## config.mk

```make
export PLATFORM = sky130hd
export DESIGN_NAME = dcache_flush_walker
export DESIGN_NICKNAME = d
export VERILOG_FILES = /design/src/rtl/dcache_flush_pkg.sv /design/src/rtl/dcache_flush_walker.sv
export SDC_FILE = /design/constraint.sdc
export NUM_CORES = 1
export LEC_CHECK = 0
export BUFFER_PORTS_ARGS = -buffer_cell sky130_fd_sc_hd__buf_4
export CORE_AREA = 5 5 225 227
export CTS_BUF_LIST = sky130_fd_sc_hd__clkbuf_4
export DETAILED_ROUTE_END_ITERATION = 12
export DIE_AREA = 0 0 230 232
export GPL_TIMING_DRIVEN = 0
export PLACE_DENSITY = 0.44
export SLEW_MARGIN = 20
export SYNTH_ARGS = -nofsm -noshare
export SYNTH_HDL_FRONTEND = slang
export SYNTH_SLANG_ARGS = --single-unit
```

## constraint.sdc

```tcl
create_clock -name clk -period 2.4 [get_ports clk]
set_clock_uncertainty 0.2 [all_clocks]
set_input_delay 0.48 -clock clk [delete_from_list [all_inputs] [get_ports clk]]
set_output_delay 0.48 -clock clk [all_outputs]
set_load 0.01 [all_outputs]
```

## src/rtl/dcache_flush_pkg.sv

```systemverilog
// Shared types and helpers for the dcache flush walker.
package dcache_flush_pkg;

  typedef enum logic [2:0] {
    IDLE,
    SCAN,
    WRITE,
    CLEAR,
    DONE
  } flush_state_t;

  localparam int unsigned S_OFFSET_DEFAULT = 5;

  // Line-aligned byte address: {tag, index, zero offset}.
  function automatic logic [31:0] make_addr(input logic [31:0]   tag,
                                            input logic [31:0]   idx,
                                            input int unsigned   s_index,
                                            input int unsigned   s_offset);
    make_addr = (tag << (s_index + s_offset)) | (idx << s_offset);
  endfunction

endpackage

```

## src/rtl/dcache_flush_walker.sv

```systemverilog
// Walks every dcache set on a flush request and writes back valid+dirty lines.
// Optional DCACHE_FLUSH_INVALIDATE_EN also clears every valid bit during the walk.
module dcache_flush_walker
  import dcache_flush_pkg::*;
#(
  parameter int unsigned s_index  = 3,
  parameter int unsigned s_offset = S_OFFSET_DEFAULT,
  localparam int unsigned s_tag   = 32 - s_index - s_offset,
  localparam int unsigned s_line  = 8 * (2 ** s_offset)
) (
  input  logic                clk,
  input  logic                rst_n,
  input  logic                flush_req,
  output logic                busy,
  output logic                flush_done,
  output logic [s_index-1:0]  arr_rindex,
  input  logic                valid_in,
  input  logic                dirty_in,
  input  logic [s_tag-1:0]    tag_in,
  input  logic [s_line-1:0]   data_in,
  output logic                dirty_load,
  output logic [s_index-1:0]  dirty_windex,
  output logic                dirty_datain,
`ifdef DCACHE_FLUSH_INVALIDATE_EN
  output logic                valid_load,
  output logic [s_index-1:0]  valid_windex,
  output logic                valid_datain,
`endif
  output logic                mem_write,
  output logic [31:0]         mem_address,
  output logic [s_line-1:0]   mem_wdata,
  input  logic                mem_resp
);

  flush_state_t        state_q, state_d;
  logic [s_index-1:0]  idx_q, idx_d;
  logic [s_tag-1:0]    cap_tag_q, cap_tag_d;
  logic [s_line-1:0]   cap_data_q, cap_data_d;
  logic [s_index-1:0]  cap_idx_q, cap_idx_d;
  logic                last_set;
  logic                inv_load;

  assign last_set = (idx_q == {s_index{1'b1}});

  always_ff @(posedge clk) begin
    if (!rst_n) begin
      state_q    <= IDLE;
      idx_q      <= '0;
      cap_tag_q  <= '0;
      cap_data_q <= '0;
      cap_idx_q  <= '0;
    end else begin
      state_q    <= state_d;
      idx_q      <= idx_d;
      cap_tag_q  <= cap_tag_d;
      cap_data_q <= cap_data_d;
      cap_idx_q  <= cap_idx_d;
    end
  end

  always_comb begin
    state_d    = state_q;
    idx_d      = idx_q;
    cap_tag_d  = cap_tag_q;
    cap_data_d = cap_data_q;
    cap_idx_d  = cap_idx_q;
    busy       = (state_q != IDLE);
    flush_done = 1'b0;
    dirty_load = 1'b0;
    mem_write  = 1'b0;
    inv_load   = 1'b0;

    unique case (state_q)
      IDLE: begin
        if (flush_req) begin
          idx_d   = '0;
          state_d = SCAN;
        end
      end
      SCAN: begin
        if (valid_in && dirty_in) begin
          cap_tag_d  = tag_in;
          cap_data_d = data_in;
          cap_idx_d  = idx_q;
          state_d    = WRITE;
        end else begin
          // Clean or invalid set: optional invalidate happens right here.
          inv_load = 1'b1;
          if (last_set) begin
            state_d = DONE;
          end else begin
            idx_d = idx_q + 1'b1;
          end
        end
      end
      WRITE: begin
        mem_write = 1'b1;
        if (mem_resp) begin
          state_d = CLEAR;
        end
      end
      CLEAR: begin
        dirty_load = 1'b1;
        inv_load   = 1'b1;
        if (last_set) begin
          state_d = DONE;
        end else begin
          idx_d   = idx_q + 1'b1;
          state_d = SCAN;
        end
      end
      DONE: begin
        flush_done = 1'b1;
        state_d    = IDLE;
      end
      default: begin
        state_d = IDLE;
      end
    endcase
  end

  assign arr_rindex   = idx_q;
  assign dirty_windex = cap_idx_q;
  assign dirty_datain = 1'b0;
  assign mem_address  = make_addr(32'(cap_tag_q), 32'(cap_idx_q), s_index, s_offset);
  assign mem_wdata    = cap_data_q;

`ifdef DCACHE_FLUSH_INVALIDATE_EN
  // idx_q still equals cap_idx_q during CLEAR, so one index serves both cases.
  assign valid_load   = inv_load;
  assign valid_windex = idx_q;
  assign valid_datain = 1'b0;
`else
  logic unused_inv_load;
  assign unused_inv_load = inv_load;
`endif

endmodule

```

==> results of run 1 <==
cell usage in the layout, fill, tap and decap left out, drive strengths merged:
cell type and instances:
buf 666, dfxtp 289, dlygate4sd3 286, nand3 285
o21ai 284, a21oi 284, clkbuf 210, clkinv 16
diode 7, conb 6, nand2 5, inv 4
mux2i 3, ha 3, a211oi 2, nor3b 2
or3 2, nor2b 2, nand3b 2, and2 1
and3b 1, nand2b 1, nor2 1, o221a 1
a2111oi 1, o32a 1, bufinv 1
layer usage:
| layer | vias to the layer above | wire length (um) | GRT usage |
|---|---|---|---|
| met5 | - | 0 | 0 |
| met4 | 0 | 1200 | 0.0560 |
| met3 | 79 | 4950 | 0.0800 |
| met2 | 554 | 28600 | 0.356 |
| met1 | 6644 | 23100 | 0.234 |
| li1 | 6782 | - | - |
Yosys cell counts (2+ instances only):
cell type and n:
nor3b_1 2, nand3_1 285, buf_6 2, a211oi_1 2, nand2_1 5, ha_1 3, or3_1 2, mux2i_1 3
a21oi_1 284, buf_4 16, dfxtp_1 289, o21ai_0 284, nor2b_1 2, buf_2 67, clkbuf_1 81
power breakdown:
part | switching (mW) | internal (mW)
logic | 1.01 | 0.981
registers | 0.0730 | 4.93
clock network | 2.21 | 2.54
kinds of logic after synthesis:
kind of cell               after synthesis  synth area share
AOI/OAI and AO/OA                      573             0.261
adders and majority gates                3           0.00338
buffers and inverters                  170            0.0720
DFF                                    289             0.522
muxes                                    3           0.00271
other                                    1          0.000338
and+or+nand+nor                        302             0.139
flip-flops by register name, summed over array words and instances, names as in the netlist:
register	count
state_q	3
mem_wdata	256
cap_tag_q	24
dirty_windex	3
arr_rindex	3
worst min-delay path: cells and delay by family (launching register included):
family | cells | cell delay (ps)
DFF | 1 | 310
AOI/OAI and AO/OA | 2 | 120
stage by stage:
stage | area, sq um | setup slack, ps | cells
2_1_floorplan | 11100 | 573 | 1346
3_3_place_gp | 16200 | -129 | 2546
3_5_place_dp | 16200 | -161 | 2546
4_1_cts | 20200 | -141 | 2983
5_1_grt | 20200 | -94.0 | 2986
6_report | 20200 | 44.8 | 2988
cell type report:
class | count | area [sq um] | share of cell area
flip-flops and latches | 289 | 5790 | 0.286
diodes | 7 | 17.5 | 0.000865
well taps | 622 | 778 | 0.0384
clock buffers | 129 | 968 | 0.0478
plain buffers | 164 | 768 | 0.0379
clock inverters | 19 | 100 | 0.00494
multi-input cells | 887 | 4560 | 0.225
repair buffers | 869 | 7250 | 0.358
inverters | 2 | 7.51 | 0.000371
final timing paths:
check                                       to  slack (ps)  cells after the start
worst min register to register  mem_wdata[165]         270                      2
worst max register to register   arr_rindex[2]         190                      5
worst max-delay path                      busy          40                      2
worst min-delay path            mem_wdata[165]         270                      2
repair_timing:
item | 4_1_cts | 5_1_grt
endpoints found under the hold margin | 286 | 0
resized for setup | 18 | 2
hold buffers | 286 | 0
pin swaps | 1 | 1
setup endpoints to repair | 3 | 4
setup buffers | 5 | 0
==> results.tsv, run 1 <==
stage	metric	value	unit
run_status	status	finished, final reports clean	
synth	synth_area	11100	sq um
job	drv_cap	0	
timing	worstMarginPinSlew	743	ps
routing	routed-via-count	14059	
worst_setup_path	slowest_delay	400	ps
synth	yosys-top-cells-area	dfxtp_1, nand3_1, a21oi_1	
power_and_ir_drop	ir_worst_vdd	425	uV
routing	firstDrtPassIters	7	
min_path	hp-class	reg2reg	
worst_setup_path	critPathLaunch	state_q[0]	
worst_setup_path	path_buf_inv	1	
timing	relSlewSlack	0.504	
clock_tree	cts.root.buffer_cell	clkbuf_4	
global_routing	antenna_found_initial	3	
final_layout	syn_to_final_growth	82.5	%
clock_tree	cts_tree	built	
worst_setup_path	crit_chain	or3_4 -> buf_6	
synth	synth_area_leader_cell	dfxtp_1	
clock_tree	clk_path_buf_depth	3	
die	die_h	232	um
global_routing	grtUsageTotal	0.204	
global_routing	grt_first_pass_wirelength	86100	um
die	fp-row-count	81	
worst_setup_path	crit_type	reg2out	
clock_tree	worstSkewPairLatency	780	ps
die	num_io_pins	585	
synth	ys_types	29	
power_and_ir_drop	powerDensity	580	nW/um^2
routing	drt_wl_total	57800	um
routing	antenna_left	0	
timing	fin_crit_sh	0.981	
final_layout	n_fill_cell	5019	
clock_tree	htree_levels	3	
worst_setup_path	r2r_start	arr_rindex[0]	
synth	synth_edf_count	0	
timing	hold_viol	0	
worst_setup_path	cp-start-kind	register	
power_and_ir_drop	p_leak	8.44	nW
timing	setup_viol	0	
timing	timing.setup.tns	0	ps
final_layout	final_nets	2587	
routing	post_drt_wl_per_cell	19.3	um
timing	min_period	2360	ps
synth	synthArstFlopShare	0	
worst_setup_path	endpoint_kind	output port	
worst_setup_path	cp_max_fo	5	
synth	synth-main-ff-cell	dfxtp_1	
final_layout	fin_util	0.418	
min_path	hp-start	mem_wdata[165]	
placed_design	numPortBuffers	578	
die	start_util	0.229	
global_routing	grt_max_degree	19	
synth	avgSynthCellArea	8.27	sq um
timing	drv_slew	0	
worst_setup_path	crit_required	1720	ps
timing	rsz0062_at_grt	true	
worst_setup_path	cp_top_family	simple AND/OR/NAND/NOR gates	
routing	viasPerCell	4.71	
global_routing	gr-total-overflow	0	
placed_design	gp_congestion	0.823	
worst_setup_path	arrival	1680	ps
die	die-area	53400	sq um
synth	yosysWarnings	0	
final_layout	final_layout_size_suffix_gt1_frac	0.344	
clock_tree	cts_made_buffers	85	
synth	synth_top_area_frac	0.522	
die	core	48400	sq um
global_routing	grt_pass1_vias	14383	
worst_setup_path	slowest_stage	or3_4	
clock_tree	clkSinkCount	289	
timing	fmax	425	MHz
routing	drt_iter0_markers	744	
die	die_w	230	um
synth	syn_inst	1341	
placed_design	dp_hpwl	42800	um
power_and_ir_drop	power.total	11.7	mW
clock_tree	clk_pin_slew	70	ps
synth	ys_ff_latch	289	
synth	yosysSeqAreaShare	0.522	
timing	timing.hold.ws	275	ps
routing	drc_errors	0	
Note: power is estimated with default switching activity, not from simulation.
==> inputs of run 2 (changes only) <==
--- a/config.mk
+++ b/config.mk
@@ -5,13 +5,13 @@
 export SDC_FILE = /design/constraint.sdc
 export NUM_CORES = 1
 export LEC_CHECK = 0
+export ABC_AREA = 1
 export BUFFER_PORTS_ARGS = -buffer_cell sky130_fd_sc_hd__buf_4
 export CORE_AREA = 5 5 225 227
 export CTS_BUF_LIST = sky130_fd_sc_hd__clkbuf_4
 export DETAILED_ROUTE_END_ITERATION = 12
 export DIE_AREA = 0 0 230 232
 export GPL_TIMING_DRIVEN = 0
-export PLACE_DENSITY = 0.44
 export SLEW_MARGIN = 20
 export SYNTH_ARGS = -nofsm -noshare
 export SYNTH_HDL_FRONTEND = slang
==> run 2 against run 1 <==
Effect of this change:
- die area unchanged
- synthesized cell count decreased by 3.1%
- non-clock buffer count decreased by 67
- flip-flop and latch count unchanged
- sequential power increased by 7.2%
- final cell count decreased by 1.9%
- critical path depth increased by 1
- count of clock-buffer cells in the layout decreased by 6
- first-iteration DRC count decreased by 35%
- critical path type unchanged
- largest power group unchanged
- highest routed layer is now met5
==> results.tsv, run 2 <==
stage	metric	value	unit
run_status	status	finished, final reports clean	
power_and_ir_drop	powerDensity	650	nW/um^2
power_and_ir_drop	ir_worst_vdd	333	uV
synth	yosysWarnings	0	
placed_design	numPortBuffers	577	
final_layout	layout_common_cells	buf_4, inv_1, dfxtp_1	
final_layout	final_nets	2540	
worst_setup_path	path_buf_inv	2	
synth	yosys-top-cells-count	inv_1, dfxtp_1, a21oi_1	
clock_tree	htree_levels	3	
clock_tree	cts_tree	built	
global_routing	grt_pass1_vias	13179	
timing	relSlewSlack	0.634	
final_layout	fin_util	0.406	
clock_tree	cts_made_buffers	82	
die	die_w	230	um
worst_setup_path	slowest_delay	440	ps
die	die-area	53400	sq um
placed_design	dp_hpwl	33700	um
timing	setup_viol	0	
timing	timing.hold.ws	207	ps
die	core	48400	sq um
final_layout	final_common_cell	buf_4	
routing	post_drt_wl_per_cell	16.1	um
synth	ys_ff_latch	289	
clock_tree	clk_path_buf_depth	3	
timing	hold_viol	0	
clock_tree	cts.root.buffer_cell	clkbuf_4	
worst_setup_path	cp_top_family	flip-flops	
die	fp-row-count	81	
worst_setup_path	crit_chain	inv_2 -> nor3_1 -> buf_4	
placed_design	gp_congestion	0.893	
clock_tree	worstSkewPairLatency	730	ps
global_routing	gr-total-overflow	0	
worst_setup_path	r2r_slack	380	ps
routing	routed-via-count	12413	
min_path	hp-class	in2reg	
synth	synth_edf_count	0	
clock_tree	clkSinkCount	289	
routing	firstDrtPassIters	5	
synth	yosys-top-cells-area	dfxtp_1, a21oi_1, o21ai_1	
global_routing	grt_first_pass_wirelength	71600	um
worst_setup_path	crit_required	1720	ps
synth	avgSynthCellArea	8.14	sq um
timing	fin_crit_sh	0.929	
timing	timing.setup.tns	0	ps
timing	min_period	2230	ps
timing	worstMarginPinSlew	549	ps
synth	synth_area	10600	sq um
global_routing	grtUsageTotal	0.169	
synth	synth-main-ff-cell	dfxtp_1	
synth	ys_types	20	
job	drv_cap	0	
synth	yosysSeqAreaShare	0.547	
timing	rsz0062_at_grt	false	
die	start_util	0.218	
synth	syn_inst	1300	
global_routing	grt_max_degree	12	
final_layout	syn_to_final_growth	85.9	%
synth	synth_area_leader_cell	dfxtp_1	
worst_setup_path	cp-start-kind	register	
routing	drt_iter0_markers	487	
worst_setup_path	slowest_stage	dfxtp_1	
power_and_ir_drop	power.total	12.8	mW
global_routing	antenna_found_initial	4	
die	num_io_pins	585	
routing	antenna_left	0	
routing	drc_errors	0	
worst_setup_path	endpoint_kind	output port	
worst_setup_path	crit_type	reg2out	
routing	viasPerCell	4.23	
clock_tree	clk_pin_slew	60	ps
final_layout	largest_register_ff_count	256	
synth	synth_top_area_frac	0.547	
timing	drv_slew	0	
final_layout	final_layout_size_suffix_gt1_frac	0.341	
worst_setup_path	arrival	1550	ps
routing	drt_wl_total	47200	um
synth	synthArstFlopShare	0	
power_and_ir_drop	p_leak	8.60	nW
worst_setup_path	cp_max_fo	5	
synth	yosysMostFrequentCell	inv_1	
timing	fmax	448	MHz
die	die_h	232	um
## run 2: cell types whose count changed after synthesis, moves of 3 or more
| cell | before | now |
|---|---|---|
| buf_2 | 67 | 34 |
| buf_4 | 16 | 28 |
| buf_6 | 2 | 10 |
| clkbuf_1 | 81 | 32 |
| inv_1 | 1 | 294 |
| mux2i_1 | 3 | 0 |
| nand2_1 | 5 | 18 |
| nand3_1 | 285 | 4 |
| nor2_1 | 1 | 11 |
| o21ai_0 | 284 | 38 |
| o21ai_1 | 0 | 246 |
## run 2: final timing paths
check | start | end | cells past startpoint
max reg2reg | arr_rindex[0] | state_q[2] | 7
max | state_q[2] | flush_done | 3
min | rst_n | cap_tag_q[3] | 4
min reg2reg | mem_wdata[38] | mem_wdata[38] | 2
## run 2: layout make-up
type / count / area [sq um]
tap: 622 / 778
inverter: 294 / 1100
buffer: 104 / 613
clock inverter: 17 / 170
multi-input combinational: 618 / 3100
fill: 4687 / 28800
clock buffer: 123 / 923
antenna: 3 / 7.51
sequential: 289 / 5790
timing repair buffer: 862 / 7180
## run 2: repair_timing
action | in CTS | in global routing
hold buffers | 284 | 0
setup buffers | 1 | 0
gates resized for setup | 3 | 1
hold endpoints to repair | 284 | 0
pin swaps | 1 | 0
endpoints found under the setup margin | 3 | 1
## run 2: per-layer routing
metal,share of wire,global-route usage,up-vias
met1,0.38,0.178,5601
met2,0.48,0.294,561
met3,0.078,0.0540,144
met4,0.056,0.102,2
met5,0.00028,0,-
li1,-,-,6105
## run 2: cell families (layout without fill, tap and decap cells)
family / Yosys count / after routing / synth area share
buffers and inverters: 398 / 1400 / 0.162
AND/OR/NAND/NOR: 39 / 39 / 0.0171
AO/OA/AOI/OAI: 570 / 570 / 0.270
adder cells (fa/ha/maj): 3 / 3 / 0.00355
other: 1 / 9 / 0.000354
flip-flops: 289 / 289 / 0.547
## run 2: metrics by stage
step                setup WS (ps)  cell area (sq um)  instances
finish                        170              19700       2932
global route                 5.69              19700       2931
CTS                         -1.32              19700       2929
detailed placement           62.0              15700       2504
global placement             98.5              15700       2504
floorplan                     855              10600       1305
## run 2: report_power, final
part / leakage [nW] / total (mW) / internal (mW) / switching (mW)
sequential: 2.35 / 5.36 / 5.15 / 0.214
clock: 0.648 / 4.86 / 2.75 / 2.11
combinational: 5.60 / 2.55 / 1.35 / 1.19
## run 2: worst min-delay path: cells and delay by family
| kind | cells | cell delay (ps) |
|---|---|---|
| AO/OA/AOI/OAI | 2 | 150 |
| buffers and inverters | 2 | 450 |
==> inputs of run 3 (changes only) <==
--- a/config.mk
+++ b/config.mk
@@ -7,6 +7,7 @@
 export LEC_CHECK = 0
 export ABC_AREA = 1
 export BUFFER_PORTS_ARGS = -buffer_cell sky130_fd_sc_hd__buf_4
+export CAP_MARGIN = 10
 export CORE_AREA = 5 5 225 227
 export CTS_BUF_LIST = sky130_fd_sc_hd__clkbuf_4
 export DETAILED_ROUTE_END_ITERATION = 12
==> constraint.sdc (replaced) <==
create_clock -name clk -period 2.4 [get_ports clk]
set_clock_uncertainty 0.2 [all_clocks]
set_input_delay 0.24 -clock clk [delete_from_list [all_inputs] [get_ports clk]]
set_output_delay 0.24 -clock clk [all_outputs]
set_load 0.01 [all_outputs]
==> run 3 against run 2 <==
Effect of this change:
- the run now fails in clock tree synthesis (4_1_cts)
- synthesized cell count stayed put
- area after synthesis stayed put
==> results.tsv, run 3 <==
stage	metric	value	unit
synth	ys_types	20	
synth	syn_inst	1300	
run_status	first-error	[ERROR RSZ-0060] Max buffer count reached.	
clock_tree	htree_levels	3	
die	die_w	230	um
die	fp-row-count	81	
clock_tree	clkSinkCount	289	
die	die_h	232	um
clock_tree	cts_hold_buf	532	
placed_design	numPortBuffers	577	
clock_tree	cts-resized-gates	0	
run_status	status	stopped before the end	
die	num_io_pins	585	
clock_tree	cts.root.buffer_cell	clkbuf_4	
synth	synth_top_area_frac	0.547	
clock_tree	cts_made_buffers	82	
synth	yosysWarnings	0	
clock_tree	cts_setup_buffers	0	
run_status	lastStage	clock tree synthesis (4_1_cts)	
synth	synthArstFlopShare	0	
placed_design	gp_congestion	0.893	
synth	synth_edf_count	0	
synth	synth-main-ff-cell	dfxtp_1	
placed_design	dp_hpwl	33700	um
synth	yosysSeqAreaShare	0.547	
synth	yosysMostFrequentCell	inv_1	
synth	yosys-top-cells-area	dfxtp_1, a21oi_1, o21ai_1	
synth	ys_ff_latch	289	
die	start_util	0.218	
synth	avgSynthCellArea	8.14	sq um
synth	synth_area	10600	sq um
synth	yosys-top-cells-count	inv_1, dfxtp_1, a21oi_1	
synth	synth_area_leader_cell	dfxtp_1	
clock_tree	clk_path_buf_depth	3	
## run 3: logic make-up after synthesis
group / synth area share
other cells: 0.000354
buf+inv: 0.162
flops: 0.547
simple gates: 0.0171
compound gates: 0.270
fa+ha+maj: 0.00355
## run 3: per-stage QoR
stage	setup WS [ps]	hold slack, ps	area [sq um]	std cells
detailed placement	302	237	15700	2504
global placement	338	233	15700	2504
floorplan	888	213	10600	1305
==> inputs of run 4 (changes only) <==
--- a/config.mk
+++ b/config.mk
@@ -9,10 +9,10 @@
 export BUFFER_PORTS_ARGS = -buffer_cell sky130_fd_sc_hd__buf_4
 export CAP_MARGIN = 10
 export CORE_AREA = 5 5 225 227
-export CTS_BUF_LIST = sky130_fd_sc_hd__clkbuf_4
 export DETAILED_ROUTE_END_ITERATION = 12
 export DIE_AREA = 0 0 230 232
 export GPL_TIMING_DRIVEN = 0
+export PLACE_DENSITY_LB_ADDON = 0.15
 export SLEW_MARGIN = 20
 export SYNTH_ARGS = -nofsm -noshare
 export SYNTH_HDL_FRONTEND = slang
==> run 4 against run 3 <==
Effect of this change:
- the flow now finishes without violations
==> results.tsv, run 4 (synthesized netlist as in run 2, its figures left out) <==
stage	metric	value	unit
run_status	status	finished, final reports clean	
placed_design	numPortBuffers	577	
routing	firstDrtPassIters	4	
final_layout	largest_register_ff_count	256	
routing	drt_wl_total	47700	um
timing	rsz0062_at_grt	false	
die	fp-row-count	81	
final_layout	final_common_cell	buf_4	
power_and_ir_drop	p_leak	8.48	nW
timing	worstMarginPinSlew	661	ps
die	die_w	230	um
global_routing	grtUsageTotal	0.170	
timing	drv_slew	0	
worst_setup_path	crit_required	2610	ps
routing	post_drt_wl_per_cell	16.8	um
placed_design	dp_hpwl	36400	um
die	die-area	53400	sq um
worst_setup_path	crit_chain	ha_1 -> ha_1 -> inv_1 -> nand3_1 -> nand2_1 -> a31oi_1 -> dlygate4sd3_1 -> nor2_1	
clock_tree	cts.root.buffer_cell	clkbuf_16	
timing	setup_viol	0	
global_routing	grt_max_degree	12	
timing	relSlewSlack	0.559	
timing	fmax	497	MHz
worst_setup_path	endpoint_kind	register	
timing	hold_viol	0	
final_layout	layout_common_cells	buf_4, inv_1, dfxtp_1	
routing	viasPerCell	4.13	
min_path	hp-class	in2reg	
global_routing	antenna_found_initial	3	
power_and_ir_drop	ir_worst_vdd	492	uV
timing	timing.hold.ws	148	ps
global_routing	grt_first_pass_wirelength	71700	um
job	drv_cap	0	
timing	min_period	2010	ps
clock_tree	htree_levels	2	
die	start_util	0.218	
routing	routed-via-count	11743	
worst_setup_path	slowest_delay	570	ps
power_and_ir_drop	powerDensity	662	nW/um^2
worst_setup_path	path_common_cell	ha_1	
clock_tree	cts-resized-gates	0	
worst_setup_path	crit_type	reg2reg	
final_layout	syn_to_final_growth	85.6	%
worst_setup_path	slowest_stage	dlygate4sd3_1	
worst_setup_path	cp-start-kind	register	
placed_design	gp_congestion	0.825	
timing	timing.setup.tns	0	ps
clock_tree	clk_pin_slew	60	ps
routing	drt_iter0_markers	258	
die	die_h	232	um
clock_tree	clk_path_buf_depth	3	
worst_setup_path	arrival	2230	ps
clock_tree	clkSinkCount	289	
global_routing	grt_pass1_vias	12191	
timing	fin_crit_sh	0.839	
die	core	48400	sq um
clock_tree	worstSkewPairLatency	520	ps
die	num_io_pins	585	
global_routing	gr-total-overflow	0	
routing	antenna_left	0	
final_layout	final_layout_size_suffix_gt1_frac	0.315	
clock_tree	cts_tree	built	
routing	drc_errors	0	
worst_setup_path	cp_max_fo	5	
clock_tree	cts_made_buffers	36	
final_layout	final_nets	2493	
## run 4: worst paths after layout
| path | end | depth (start not counted) | slack (ps) | startpoint |
|---|---|---|---|---|
| min | mem_wdata[0] | 4 | 150 | rst_n |
| max | state_q[0] | 8 | 390 | arr_rindex[0] |
| min reg2reg | mem_wdata[207] | 2 | 240 | mem_wdata[207] |
| max reg2reg | state_q[0] | 8 | 390 | arr_rindex[0] |
## run 4: worst max-delay path, delay by kind of cell, from the launching register on
kind / cells / cell delay, ps
adders and majority gates: 2 / 360
and+or+nand+nor: 3 / 160
DFF: 1 / 400
buffers and inverters: 2 / 630
AOI/OAI and AO/OA: 1 / 150
## run 4: through the flow
stage	util	setup WS [ps]	std cells	cell area (sq um)	power [mW]
floorplan	-	888	1305	10600	6.33
global placement	0.324	234	2504	15700	7.58
detailed placement	0.324	207	2504	15700	7.60
CTS	0.405	381	2842	19600	13.2
global route	0.405	254	2845	19600	13.7
finish	0.405	386	2845	19600	13.0
## run 4: layout make-up
cell class,instances,area (sq um)
diodes,3,7.51
repair buffers,861,7170
clock inverters,3,21.3
multi-input cells,618,3100
fillers,4933,28800
plain buffers,104,613
clock buffers,51,1060
inverters,294,1100
well taps,622,778
flip-flops and latches,289,5790
## run 4: repair_timing
item | in CTS | in global routing
buffers inserted | 0 | 0
hold buffers | 284 | 0
hold endpoints to repair | 282 | 0
## run 4: power breakdown
part           leakage, nW  internal (mW)  total [mW]  switching, mW
Sequential            2.35           5.15        5.35          0.198
Clock                0.529           3.03        5.11           2.08
Combinational         5.60           1.35        2.53           1.18
## run 4: metal layers
layer / part of all wire / global-route usage
met1: 0.40 / 0.195
met2: 0.50 / 0.307
met3: 0.070 / 0.0499
met4: 0.029 / 0.0538
met5: 0 / 0
